===== src/rtl/c64_bus_initiator.sv =====
// -----------------------------------------------------------------------------
// c64_bus_initiator
//
// Bring-up / production-test initiator for the C64 PLA macro. Each accepted
// command replays one CPU/VIC bus cycle on the PLA inputs:
//   SETUP   : address/control driven, CASn high, for SETUP_CYC cycles
//   STROBE  : CASn low; chip selects are captured SAMPLE_CYC cycles in, and in
//             parallel the CASn-fall to CASRAMn-low delay is measured (bounded
//             by TIMEOUT)
//   RELEASE : CASn and OEn high for HOLD_CYC cycles
//   RESP    : the captured result is offered on the rsp_* handshake
// Only one transaction is ever in flight.
//
// Optional feature (compile-time macro C64BUS_STATS_EN):
//   adds stat_txn / stat_tmo transaction and timeout counters (saturating).
//
// Ports:
//   clk_i, rst_override_n          clock, asynchronous active-low reset
//   cmd_valid/cmd_ready            command handshake
//   cmd_a, cmd_va, cmd_rw_n,
//   cmd_aec_n, cmd_ba, cmd_cfg     values to replay on the PLA inputs
//   bus_a .. bus_cfg               registered drives to the PLA inputs
//   bus_cas_n, bus_oe_n            CASn strobe and PLA output enable
//   pla_cs_n                       asynchronous chip selects from the PLA
//                                  {CASRAMn,BASICn,KERNALn,CHAROMn,GRWn,IOn,
//                                   ROMLn,ROMHn}
//   rsp_valid/rsp_ready            response handshake
//   rsp_cs_n                       captured (synchronized) chip selects
//   rsp_cas_dly                    CASn fall to synchronized CASRAMn low, cycles
//   rsp_timeout                    CASRAMn not seen low within TIMEOUT cycles
//   stat_txn, stat_tmo             (C64BUS_STATS_EN only) statistics counters
// -----------------------------------------------------------------------------
module c64_bus_initiator #(
    parameter int unsigned SETUP_CYC  = 4,
    parameter int unsigned SAMPLE_CYC = 8,
    parameter int unsigned HOLD_CYC   = 2,
    parameter int unsigned TIMEOUT    = 255
) (
    input  logic        clk_i,
    input  logic        rst_override_n,

    input  logic        cmd_valid,
    output logic        cmd_ready,
    input  logic [3:0]  cmd_a,
    input  logic [2:0]  cmd_va,
    input  logic        cmd_rw_n,
    input  logic        cmd_aec_n,
    input  logic        cmd_ba,
    input  logic [4:0]  cmd_cfg,

    output logic [3:0]  bus_a,
    output logic [2:0]  bus_va,
    output logic        bus_rw_n,
    output logic        bus_aec_n,
    output logic        bus_ba,
    output logic [4:0]  bus_cfg,
    output logic        bus_cas_n,
    output logic        bus_oe_n,

    input  logic [7:0]  pla_cs_n,

    output logic        rsp_valid,
    input  logic        rsp_ready,
    output logic [7:0]  rsp_cs_n,
    output logic [7:0]  rsp_cas_dly,
    output logic        rsp_timeout
`ifdef C64BUS_STATS_EN
    ,
    output logic [15:0] stat_txn,
    output logic [15:0] stat_tmo
`endif
);

    // Terminal counts for the 8-bit phase counter; all bounds are <= 255 so
    // the counter never wraps.
    localparam logic [7:0] SETUP_LAST  = 8'(SETUP_CYC - 1);
    localparam logic [7:0] SAMPLE_LAST = 8'(SAMPLE_CYC - 1);
    localparam logic [7:0] HOLD_LAST   = 8'(HOLD_CYC - 1);
    localparam logic [7:0] TMO_LAST    = 8'(TIMEOUT - 1);
    localparam logic [7:0] TMO_VAL     = 8'(TIMEOUT);

    typedef enum logic [2:0] {
        S_IDLE,
        S_SETUP,
        S_STROBE,
        S_RELEASE,
        S_RESP
    } state_e;

    state_e      state_q, state_d;
    logic [7:0]  cnt_q, cnt_d;
    logic        cmd_ready_q, cmd_ready_d;

    logic [3:0]  bus_a_q, bus_a_d;
    logic [2:0]  bus_va_q, bus_va_d;
    logic        bus_rw_n_q, bus_rw_n_d;
    logic        bus_aec_n_q, bus_aec_n_d;
    logic        bus_ba_q, bus_ba_d;
    logic [4:0]  bus_cfg_q, bus_cfg_d;
    logic        bus_cas_n_q, bus_cas_n_d;
    logic        bus_oe_n_q, bus_oe_n_d;

    logic [7:0]  sync1_q, sync2_q;

    logic        rsp_valid_q, rsp_valid_d;
    logic [7:0]  rsp_cs_n_q, rsp_cs_n_d;
    logic [7:0]  rsp_cas_dly_q, rsp_cas_dly_d;
    logic        rsp_timeout_q, rsp_timeout_d;

    // Completion flags for the two concurrent STROBE activities.
    logic        search_done_q, search_done_d;
    logic        cap_done_q, cap_done_d;

`ifdef C64BUS_STATS_EN
    logic [15:0] stat_txn_q, stat_txn_d;
    logic [15:0] stat_tmo_q, stat_tmo_d;
`endif

    logic        cmd_fire;
    logic        rsp_fire;
    logic        in_strobe;
    logic        casram_sync_n;
    logic        dly_hit;
    logic        dly_tmo;
    logic        cap_now;
    logic        strobe_done;

    assign cmd_fire      = (state_q == S_IDLE) && cmd_valid && cmd_ready_q;
    assign rsp_fire      = rsp_valid_q && rsp_ready;
    assign in_strobe     = (state_q == S_STROBE);
    assign casram_sync_n = sync2_q[7];

    // The delay search resolves once: either the first synchronized
    // CASRAMn low, or the timeout on the last permitted cycle. A low seen on
    // the timeout cycle itself still counts as a hit.
    assign dly_hit = in_strobe && !search_done_q && !casram_sync_n;
    assign dly_tmo = in_strobe && !search_done_q && casram_sync_n
                     && (cnt_q == TMO_LAST);
    assign cap_now = in_strobe && !cap_done_q && (cnt_q == SAMPLE_LAST);

    // STROBE ends only when both the capture and the delay search are done,
    // counting anything that completes in the current cycle.
    assign strobe_done = (search_done_q || dly_hit || dly_tmo)
                         && (cap_done_q || cap_now);

    // State and datapath registers. Reset returns every drive to its idle
    // value immediately, so an aborted transaction releases CASn/OEn at once.
    always_ff @(posedge clk_i or negedge rst_override_n) begin
        if (!rst_override_n) begin
            state_q       <= S_IDLE;
            cnt_q         <= 8'd0;
            cmd_ready_q   <= 1'b0;
            bus_a_q       <= 4'h0;
            bus_va_q      <= 3'b111;
            bus_rw_n_q    <= 1'b1;
            bus_aec_n_q   <= 1'b1;
            bus_ba_q      <= 1'b1;
            bus_cfg_q     <= 5'b11111;
            bus_cas_n_q   <= 1'b1;
            bus_oe_n_q    <= 1'b1;
            sync1_q       <= 8'hFF;
            sync2_q       <= 8'hFF;
            rsp_valid_q   <= 1'b0;
            rsp_cs_n_q    <= 8'hFF;
            rsp_cas_dly_q <= 8'd0;
            rsp_timeout_q <= 1'b0;
            search_done_q <= 1'b0;
            cap_done_q    <= 1'b0;
`ifdef C64BUS_STATS_EN
            stat_txn_q    <= 16'd0;
            stat_tmo_q    <= 16'd0;
`endif
        end else begin
            state_q       <= state_d;
            cnt_q         <= cnt_d;
            cmd_ready_q   <= cmd_ready_d;
            bus_a_q       <= bus_a_d;
            bus_va_q      <= bus_va_d;
            bus_rw_n_q    <= bus_rw_n_d;
            bus_aec_n_q   <= bus_aec_n_d;
            bus_ba_q      <= bus_ba_d;
            bus_cfg_q     <= bus_cfg_d;
            bus_cas_n_q   <= bus_cas_n_d;
            bus_oe_n_q    <= bus_oe_n_d;
            sync1_q       <= pla_cs_n;
            sync2_q       <= sync1_q;
            rsp_valid_q   <= rsp_valid_d;
            rsp_cs_n_q    <= rsp_cs_n_d;
            rsp_cas_dly_q <= rsp_cas_dly_d;
            rsp_timeout_q <= rsp_timeout_d;
            search_done_q <= search_done_d;
            cap_done_q    <= cap_done_d;
`ifdef C64BUS_STATS_EN
            stat_txn_q    <= stat_txn_d;
            stat_tmo_q    <= stat_tmo_d;
`endif
        end
    end

    // Next-state logic: phase sequencing driven by the shared counter and the
    // STROBE completion condition.
    always_comb begin
        state_d = state_q;
        unique case (state_q)
            S_IDLE: begin
                if (cmd_fire) begin
                    state_d = S_SETUP;
                end
            end
            S_SETUP: begin
                if (cnt_q == SETUP_LAST) begin
                    state_d = S_STROBE;
                end
            end
            S_STROBE: begin
                if (strobe_done) begin
                    state_d = S_RELEASE;
                end
            end
            S_RELEASE: begin
                if (cnt_q == HOLD_LAST) begin
                    state_d = S_RESP;
                end
            end
            S_RESP: begin
                if (rsp_fire) begin
                    state_d = S_IDLE;
                end
            end
            default: begin
                state_d = S_IDLE;
            end
        endcase
    end

    // Output and datapath logic. Handshake and strobe outputs are registered
    // decodes of the next state, so cmd_ready drops on the accepting edge and
    // CASn is low exactly while in STROBE.
    always_comb begin
        cnt_d         = cnt_q;
        bus_a_d       = bus_a_q;
        bus_va_d      = bus_va_q;
        bus_rw_n_d    = bus_rw_n_q;
        bus_aec_n_d   = bus_aec_n_q;
        bus_ba_d      = bus_ba_q;
        bus_cfg_d     = bus_cfg_q;
        rsp_cs_n_d    = rsp_cs_n_q;
        rsp_cas_dly_d = rsp_cas_dly_q;
        rsp_timeout_d = rsp_timeout_q;
        search_done_d = search_done_q;
        cap_done_d    = cap_done_q;

        cmd_ready_d = (state_d == S_IDLE);
        rsp_valid_d = (state_d == S_RESP);
        bus_cas_n_d = (state_d != S_STROBE);
        bus_oe_n_d  = !((state_d == S_SETUP) || (state_d == S_STROBE));

        unique case (state_q)
            S_IDLE: begin
                if (cmd_fire) begin
                    bus_a_d       = cmd_a;
                    bus_va_d      = cmd_va;
                    bus_rw_n_d    = cmd_rw_n;
                    bus_aec_n_d   = cmd_aec_n;
                    bus_ba_d      = cmd_ba;
                    bus_cfg_d     = cmd_cfg;
                    cnt_d         = 8'd0;
                    rsp_timeout_d = 1'b0;
                    search_done_d = 1'b0;
                    cap_done_d    = 1'b0;
                end
            end
            S_SETUP: begin
                cnt_d = (cnt_q == SETUP_LAST) ? 8'd0 : cnt_q + 8'd1;
            end
            S_STROBE: begin
                cnt_d = strobe_done ? 8'd0 : cnt_q + 8'd1;
                // cnt counts cycles since CASn fell, so the first low seen
                // in cycle cnt is reported as cnt+1 (sync latency included).
                if (dly_hit) begin
                    rsp_cas_dly_d = cnt_q + 8'd1;
                    search_done_d = 1'b1;
                end else if (dly_tmo) begin
                    rsp_cas_dly_d = TMO_VAL;
                    rsp_timeout_d = 1'b1;
                    search_done_d = 1'b1;
                end
                if (cap_now) begin
                    rsp_cs_n_d = sync2_q;
                    cap_done_d = 1'b1;
                end
            end
            S_RELEASE: begin
                cnt_d = (cnt_q == HOLD_LAST) ? 8'd0 : cnt_q + 8'd1;
            end
            S_RESP: begin
                cnt_d = 8'd0;
            end
            default: begin
                cnt_d = 8'd0;
            end
        endcase
    end

`ifdef C64BUS_STATS_EN
    // Statistics: both counters advance on the response handshake and stick
    // at all-ones rather than wrapping.
    always_comb begin
        stat_txn_d = stat_txn_q;
        stat_tmo_d = stat_tmo_q;
        if (rsp_fire) begin
            if (stat_txn_q != 16'hFFFF) begin
                stat_txn_d = stat_txn_q + 16'd1;
            end
            if (rsp_timeout_q && (stat_tmo_q != 16'hFFFF)) begin
                stat_tmo_d = stat_tmo_q + 16'd1;
            end
        end
    end

    assign stat_txn = stat_txn_q;
    assign stat_tmo = stat_tmo_q;
`endif

    assign cmd_ready   = cmd_ready_q;
    assign bus_a       = bus_a_q;
    assign bus_va      = bus_va_q;
    assign bus_rw_n    = bus_rw_n_q;
    assign bus_aec_n   = bus_aec_n_q;
    assign bus_ba      = bus_ba_q;
    assign bus_cfg     = bus_cfg_q;
    assign bus_cas_n   = bus_cas_n_q;
    assign bus_oe_n    = bus_oe_n_q;
    assign rsp_valid   = rsp_valid_q;
    assign rsp_cs_n    = rsp_cs_n_q;
    assign rsp_cas_dly = rsp_cas_dly_q;
    assign rsp_timeout = rsp_timeout_q;

endmodule


===== config.mk =====
export PLATFORM = sky130hd
export DESIGN_NAME = c64_bus_initiator
export DESIGN_NICKNAME = d
export VERILOG_FILES = /design/src/rtl/c64_bus_initiator.sv
export SDC_FILE = /design/constraint.sdc
export NUM_CORES = 1
export LEC_CHECK = 0
export ABC_AREA = 1
export BUFFER_PORTS_ARGS = -buffer_cell sky130_fd_sc_hd__buf_2
export CAP_MARGIN = 20
export CORE_AREA = 2 2 53 104
export DETAILED_ROUTE_END_ITERATION = 8
export DIE_AREA = 0 0 55 106
export PLACE_DENSITY = 0.88
export SYNTH_ARGS = -nofsm -noshare
export SYNTH_HDL_FRONTEND = slang
export SYNTH_SLANG_ARGS = --single-unit

===== constraint.sdc =====
create_clock -name clk_i -period 2.5 [get_ports clk_i]
set_input_delay 0.5 -clock clk_i [delete_from_list [all_inputs] [get_ports clk_i]]
set_output_delay 0.5 -clock clk_i [all_outputs]
set_load 0.02 [all_outputs]

==> After elaboration in Yosys (flattened, before gate mapping) <==
Index checks and enable logic that the tools add are counted.
{ "classes": {"n_addsub": 1, "mul": 0, "n_div": 0, "magnitude_cmp": 0, "n_eq_ne": 17, "shifts": 0, "n_mux": 21, "bitwise_logic": 0, "n_reduce_logical": 28} }
{ "ops": {"columns": ["cell", "n"], "rows": [
  ["$mux 8", 6],
  ["$pmux 8 s4", 1],
  ["$mux 3", 5],
  ["$pmux 3 s5", 1],
  ["$logic_and 1x1->1", 10],
  ["$eq 3x2->1 const B", 3],
  ["$add 8x1->8 const B", 1],
  ["$eq 8x1->1 const B", 1],
  ["$eq 8x2->1 const B", 1],
  ["$eq 8x3->1 const B", 1],
  ["$eq 8x8->1 const B", 1],
  ["$eq 3x1->1 const B", 2],
  ["$eq 3x3->1 const B", 2],
  ["$logic_not 3->1", 2],
  ["$pmux 1 s2", 3],
  ["$reduce_and 2->1", 3],
  ["$reduce_and 3->1", 2],
  ["$mux 1", 5],
  ["$logic_not 1->1", 4],
  ["$logic_or 1x1->1", 4],
  ["$ne 2x1->1 const B", 2],
  ["$ne 2x2->1 const B", 2],
  ["$reduce_and 4->1", 1],
  ["$reduce_bool 2->1", 2],
  ["2 further kinds", 2]
]} }
{ "word_totals": {"ff_bits": 65, "latch_bits": 0, "ram_bits": 0, "rom_bits": 0, "in_bits": 27, "output_inout_bits": 36, "word_cells": 86, "n_memories": 0} }

==> Depth between registers and ports, before layout <==
{ "logic_depth": {"ltp_word": 11, "mapped_depth": 12} }

==> Worst setup path after synthesis <==
Ideal clock, no wire load.
{ "synth_timing": {"path_type": "reg2reg", "from": "register cnt_q[0]", "to": "register rsp_cs_n_q[0] (netlist: rsp_cs_n[0])", "arrival_ns": 1.324, "t_required_ns": 2.418, "path_slack_ns": 1.094, "path_stages_with_launch": 7, "n_path_buf": 1, "synth_period_minus_slack_ns": 1.406, "cell_sequence": "dfrtp_1 -> ha_1 -> nand3_1 -> nor2_1 -> nand2_1 -> buf_6 -> mux2_4"} }
{ "synth_between": {"elab_chain_len": 3} }
{ "synth_lines": {"columns": ["element", "line", "text"], "rows": [
  ["start, declared", "91", "logic [7:0] cnt_q, cnt_d;"],
  ["start signal, assigned", "175", "cnt_q <= cnt_d;"],
  ["$eq 8x3->1", "139", "assign cap_now = in_strobe && !cap_done_q && (cnt_q == SAMPLE_LAST);"],
  ["$logic_and 1x1->1", "139", null],
  ["$reduce_and 2->1 (no source line)", null, null],
  ["end signal, assigned", "188", "rsp_cs_n_q <= rsp_cs_n_d;"],
  ["end, declared", "106", "logic [7:0] rsp_cs_n_q, rsp_cs_n_d;"]
]} }
Every way passes these cells.
A chain may end at the register's enable or synchronous reset.

==> Worst setup path in the final report <==
{ "layout_timing": {"from": "register cnt_q[0]", "to": "register cnt_q[2]"} }
{ "layout_between": {"elab_chain_len": 6} }
{ "layout_lines": {"columns": ["element", "line", "text"], "rows": [
  ["parallel branches: the longest is 5 deep, another holds $add 8x1->8", null, null],
  ["$pmux 8 s4 *", "258", "unique case (state_q)"]
]} }
Every way passes the cells marked *.

==> impl.org <==
** Synthesis
- Share of the synthesized area in the top cell type :: 36.2%
- Yosys mapped the design onto 25 distinct sky130hd cell types.
- Each instance of the synthesized netlist takes up on average 9.88 µm².
- In the synthesized netlist, the number of instances is 272.
- Area contributors post-synth :: sky130_fd_sc_hd__dfstp_2 36%, sky130_fd_sc_hd__dfrtp_1 26%, sky130_fd_sc_hd__nand2_1 14%, sky130_fd_sc_hd__mux2_4 3.9%, sky130_fd_sc_hd__inv_1 3.6%
- The share of the Yosys chip area taken by registers is 62.2%.
- Of all cell types, the one taking the most synthesized area is sky130_fd_sc_hd__dfstp_2.
- Net count after synthesis :: 302
- Yosys reg bits :: 65
- Total standard cell area after synthesis :: 2690 µm²
- Synth warnings :: 0

** Final layout
- Leaving out fill and tap cells, the most frequent cell in the layout is sky130_fd_sc_hd__nand2_1.
- In the final design database the tool counted 372 nets.
- The finished cells cover 3270 µm².
- The top cell types in the final layout, fill and taps aside, are 98 x sky130_fd_sc_hd__nand2_1, 62 x sky130_fd_sc_hd__buf_2, 37 x sky130_fd_sc_hd__dfstp_2.
- Fin cells :: 405
- Area growth syn-to-layout :: 21.5%
- Cells with a size suffix above 1 make up 38.9% of the layout.
- Number of antenna cells inserted :: 0

** Flow run
- Max-cap violations in this run came to 0.

** Global routing
- Antenna violations before repair :: 0
- Remaining Overflow, GRT :: 0
- Global-route wire length before repair :: 9060 µm
- Entering global routing, the biggest net connects 45 pins.
- The via count of the first global-routing pass came to 2062.
- Across every metal layer, demand over resource in global routing totals 22.2%.

** STA
- Setup clock skew after layout :: 0.00588 ns
- Setup violations remaining at the end of the flow were counted as 0.
- The hold violation count in the final report was 0.
- In this run the tightest slew margin relative to its limit is 64.7%.
- For the pin with the worst max-slew slack, the measured transition is 0.528 ns.
- Fmax achieved :: 505 MHz
- Final min period :: 1.98 ns
- Sum of negative setup slack :: 0 ns
- Total count of max-transition violations in the final report :: 0
- Across all setup checks in the final design, the least slack found is 0.521 ns.
- Setup repair after global routing missed its margin :: false
- The final critical path takes up 79.2% of the cycle.

** Floorplanning
- Initial core utilization :: 52.8%
- Horizontal extent of the die :: 55 µm
- Number of placed I/O pins :: 63
- The floorplan step set the die height to 106 µm.
- Core Rows :: 37
- Die footprint :: 5830 µm²
- Core region area :: 5090 µm²

** Critical path
- STA classifies the critical path endpoint as a register.
- Critical path startpoint category :: register
- In this run the critical register-to-register path is launched from cnt_q[0]$_DFFE_PN0P_.
- Critical-path maximum fanout :: 11
- At the worst endpoint, the required time is 2.73 ns.
- The critical path starts at cnt_q[0]$_DFFE_PN0P_.
- At the worst endpoint, the arrival time is 2.20 ns.
- Type of the worst setup path :: register to register

** Clock tree
- Once the clock tree was built, the resizer swapped 0 gates to a different size.
- TritonCTS built the clock tree.
- Counting along the longest clock path gives a buffer depth of 2.
- Buffers inserted during clock tree synthesis total 9.
- Number of buffers inserted by hold repair at cts :: 0
- Post-CTS setup buffers :: 0
- Skew-Pair Late Insertion Delay :: 0.34 ns
- The tree is rooted in a sky130_fd_sc_hd__clkbuf_8.
- Counting every sink on the clock net gives 65.
- The H-tree generated during clock tree synthesis spans 3 levels.
- Clock-pin transition on the worst setup and hold timing paths :: 0.07 ns

** Routing
- After detailed routing, the total wire length is 5540 µm.
- Vias after detailed routing :: 1980
- Number of remaining DRC errors :: 0
- Number of violations reported at the end of detailed-routing iteration 0 :: 40
- For this run, the detailed router's first-pass iteration total came to 4.
- Per-cell routed wire length :: 13.7 µm
- In this run the remaining antenna-violating nets after routing total 0.
- Via density :: 4.89

** Placed design
- Port bufs :: 62
- Worst slack after detailed placement :: 0.564 ns
- DP Wirelength :: 4160 µm
- Number of cells after detailed placement :: 389
- The congestion estimate from routability-driven global placement came to 0.944.
- Once placement finished, the instance area stood at 3060 µm².

** Run status
- Run status :: completed

** Power and ir drop
- Highest ir drop seen on vdd :: 0.787 mV
- The design draws 3.63 mW.
- Leakage :: 1.81 nW
- In this run the power density over the cells is 1110 nW/µm².

** Hold path
- The min-delay analysis places its worst path in the category primary input to async pin.
[worst max-delay path, cell delays in order (launching register included)]
cell and delay, ns:
sky130_fd_sc_hd__dfrtp_1 0.48, sky130_fd_sc_hd__ha_1 0.29, sky130_fd_sc_hd__nand3_1 0.10, sky130_fd_sc_hd__nor2_1 0.11
sky130_fd_sc_hd__nand2_1 0.32, sky130_fd_sc_hd__nand2_1 0.19, sky130_fd_sc_hd__nand2_1 0.07, sky130_fd_sc_hd__nand2_1 0.06
sky130_fd_sc_hd__nand2_2 0.11, sky130_fd_sc_hd__nand2_1 0.08, sky130_fd_sc_hd__nand2_1 0.05
[power breakdown]
part           switching, mW  internal, mW
clock network          0.419         0.468
logic                  0.784         0.379
registers              0.183          1.40
[sequential cells by signal (all words and copies together), names as in the netlist, 4 cells and up]
signal       flops
bus_a            4
bus_cfg          5
cnt_q            8
rsp_cas_dly      8
rsp_cs_n         8
sync1_q          8
sync2_q          8
[cells in the mapped netlist]
cell                        n
sky130_fd_sc_hd__nand3b_1   1
sky130_fd_sc_hd__buf_6      1
sky130_fd_sc_hd__mux2_4     7
sky130_fd_sc_hd__xor2_1     4
sky130_fd_sc_hd__nor2_4     1
sky130_fd_sc_hd__dfrtp_1   28
sky130_fd_sc_hd__o21ai_0    3
sky130_fd_sc_hd__inv_1     26
sky130_fd_sc_hd__o21ai_1    1
sky130_fd_sc_hd__buf_2      3
sky130_fd_sc_hd__nor2_8     1
sky130_fd_sc_hd__a21o_1     3
sky130_fd_sc_hd__nor2_2     3
sky130_fd_sc_hd__dfstp_2   37
sky130_fd_sc_hd__a21oi_1    9
sky130_fd_sc_hd__nand2_2    4
sky130_fd_sc_hd__nor2_1    23
sky130_fd_sc_hd__nand3_2    1
sky130_fd_sc_hd__nand2_1   98
sky130_fd_sc_hd__inv_2      1
sky130_fd_sc_hd__nor3_1     4
sky130_fd_sc_hd__ha_1       3
sky130_fd_sc_hd__o21ai_2    1
sky130_fd_sc_hd__nand3_1    8
sky130_fd_sc_hd__a31oi_1    1
[final timing paths]
check | slack (ns) | cells past startpoint | endpoint
hold / removal | 0.12 | 1 | cmd_ready$_DFF_PN0_
hold reg to reg | 0.36 | 0 | sync2_q[7]$_DFF_PN1_
min in group clk_i | 0.26 | 1 | sync1_q[4]$_DFF_PN1_
setup / recovery | 0.52 | 10 | cnt_q[2]$_DFFE_PN0P_
max in group asynchronous | 1.73 | 2 | sync2_q[6]$_DFF_PN1_
setup reg to reg | 0.52 | 10 | cnt_q[2]$_DFFE_PN0P_
[area by class of cell]
cell class              instances  area (µm²)
multi-input cells             176         887
flip-flops and latches         65        1670
inverters                      27         101
clock inverters                 7        77.6
fillers                       420        1830
clock buffers                   9         124
repair buffers                 63         330
well taps                      58        72.6
[metal layers]
layer	global-route usage, %	vias up	share of wire, %
li1	-	978	-
met1	21.7	926	34
met2	38.0	64	59
met3	6.04	12	3.9
met4	13.9	0	3.0
met5	0	-	0
[stage by stage]
stage	hold WS, ns	util, %
6_report	0.118	64.1
5_1_grt	0.135	64.1
2_1_floorplan	0.204	-
3_3_place_gp	0.346	60.2
3_5_place_dp	0.347	60.2
4_1_cts	0.110	64.1
[cells by family after synthesis]
kind of cell | synth area share [%]
simple gates | 22.6
flops | 62.2
buf+inv | 4.75
compound gates | 3.82
mux | 3.91
xor+xnor | 1.30
fa+ha+maj | 1.40
(Power assumes the default switching activity.)
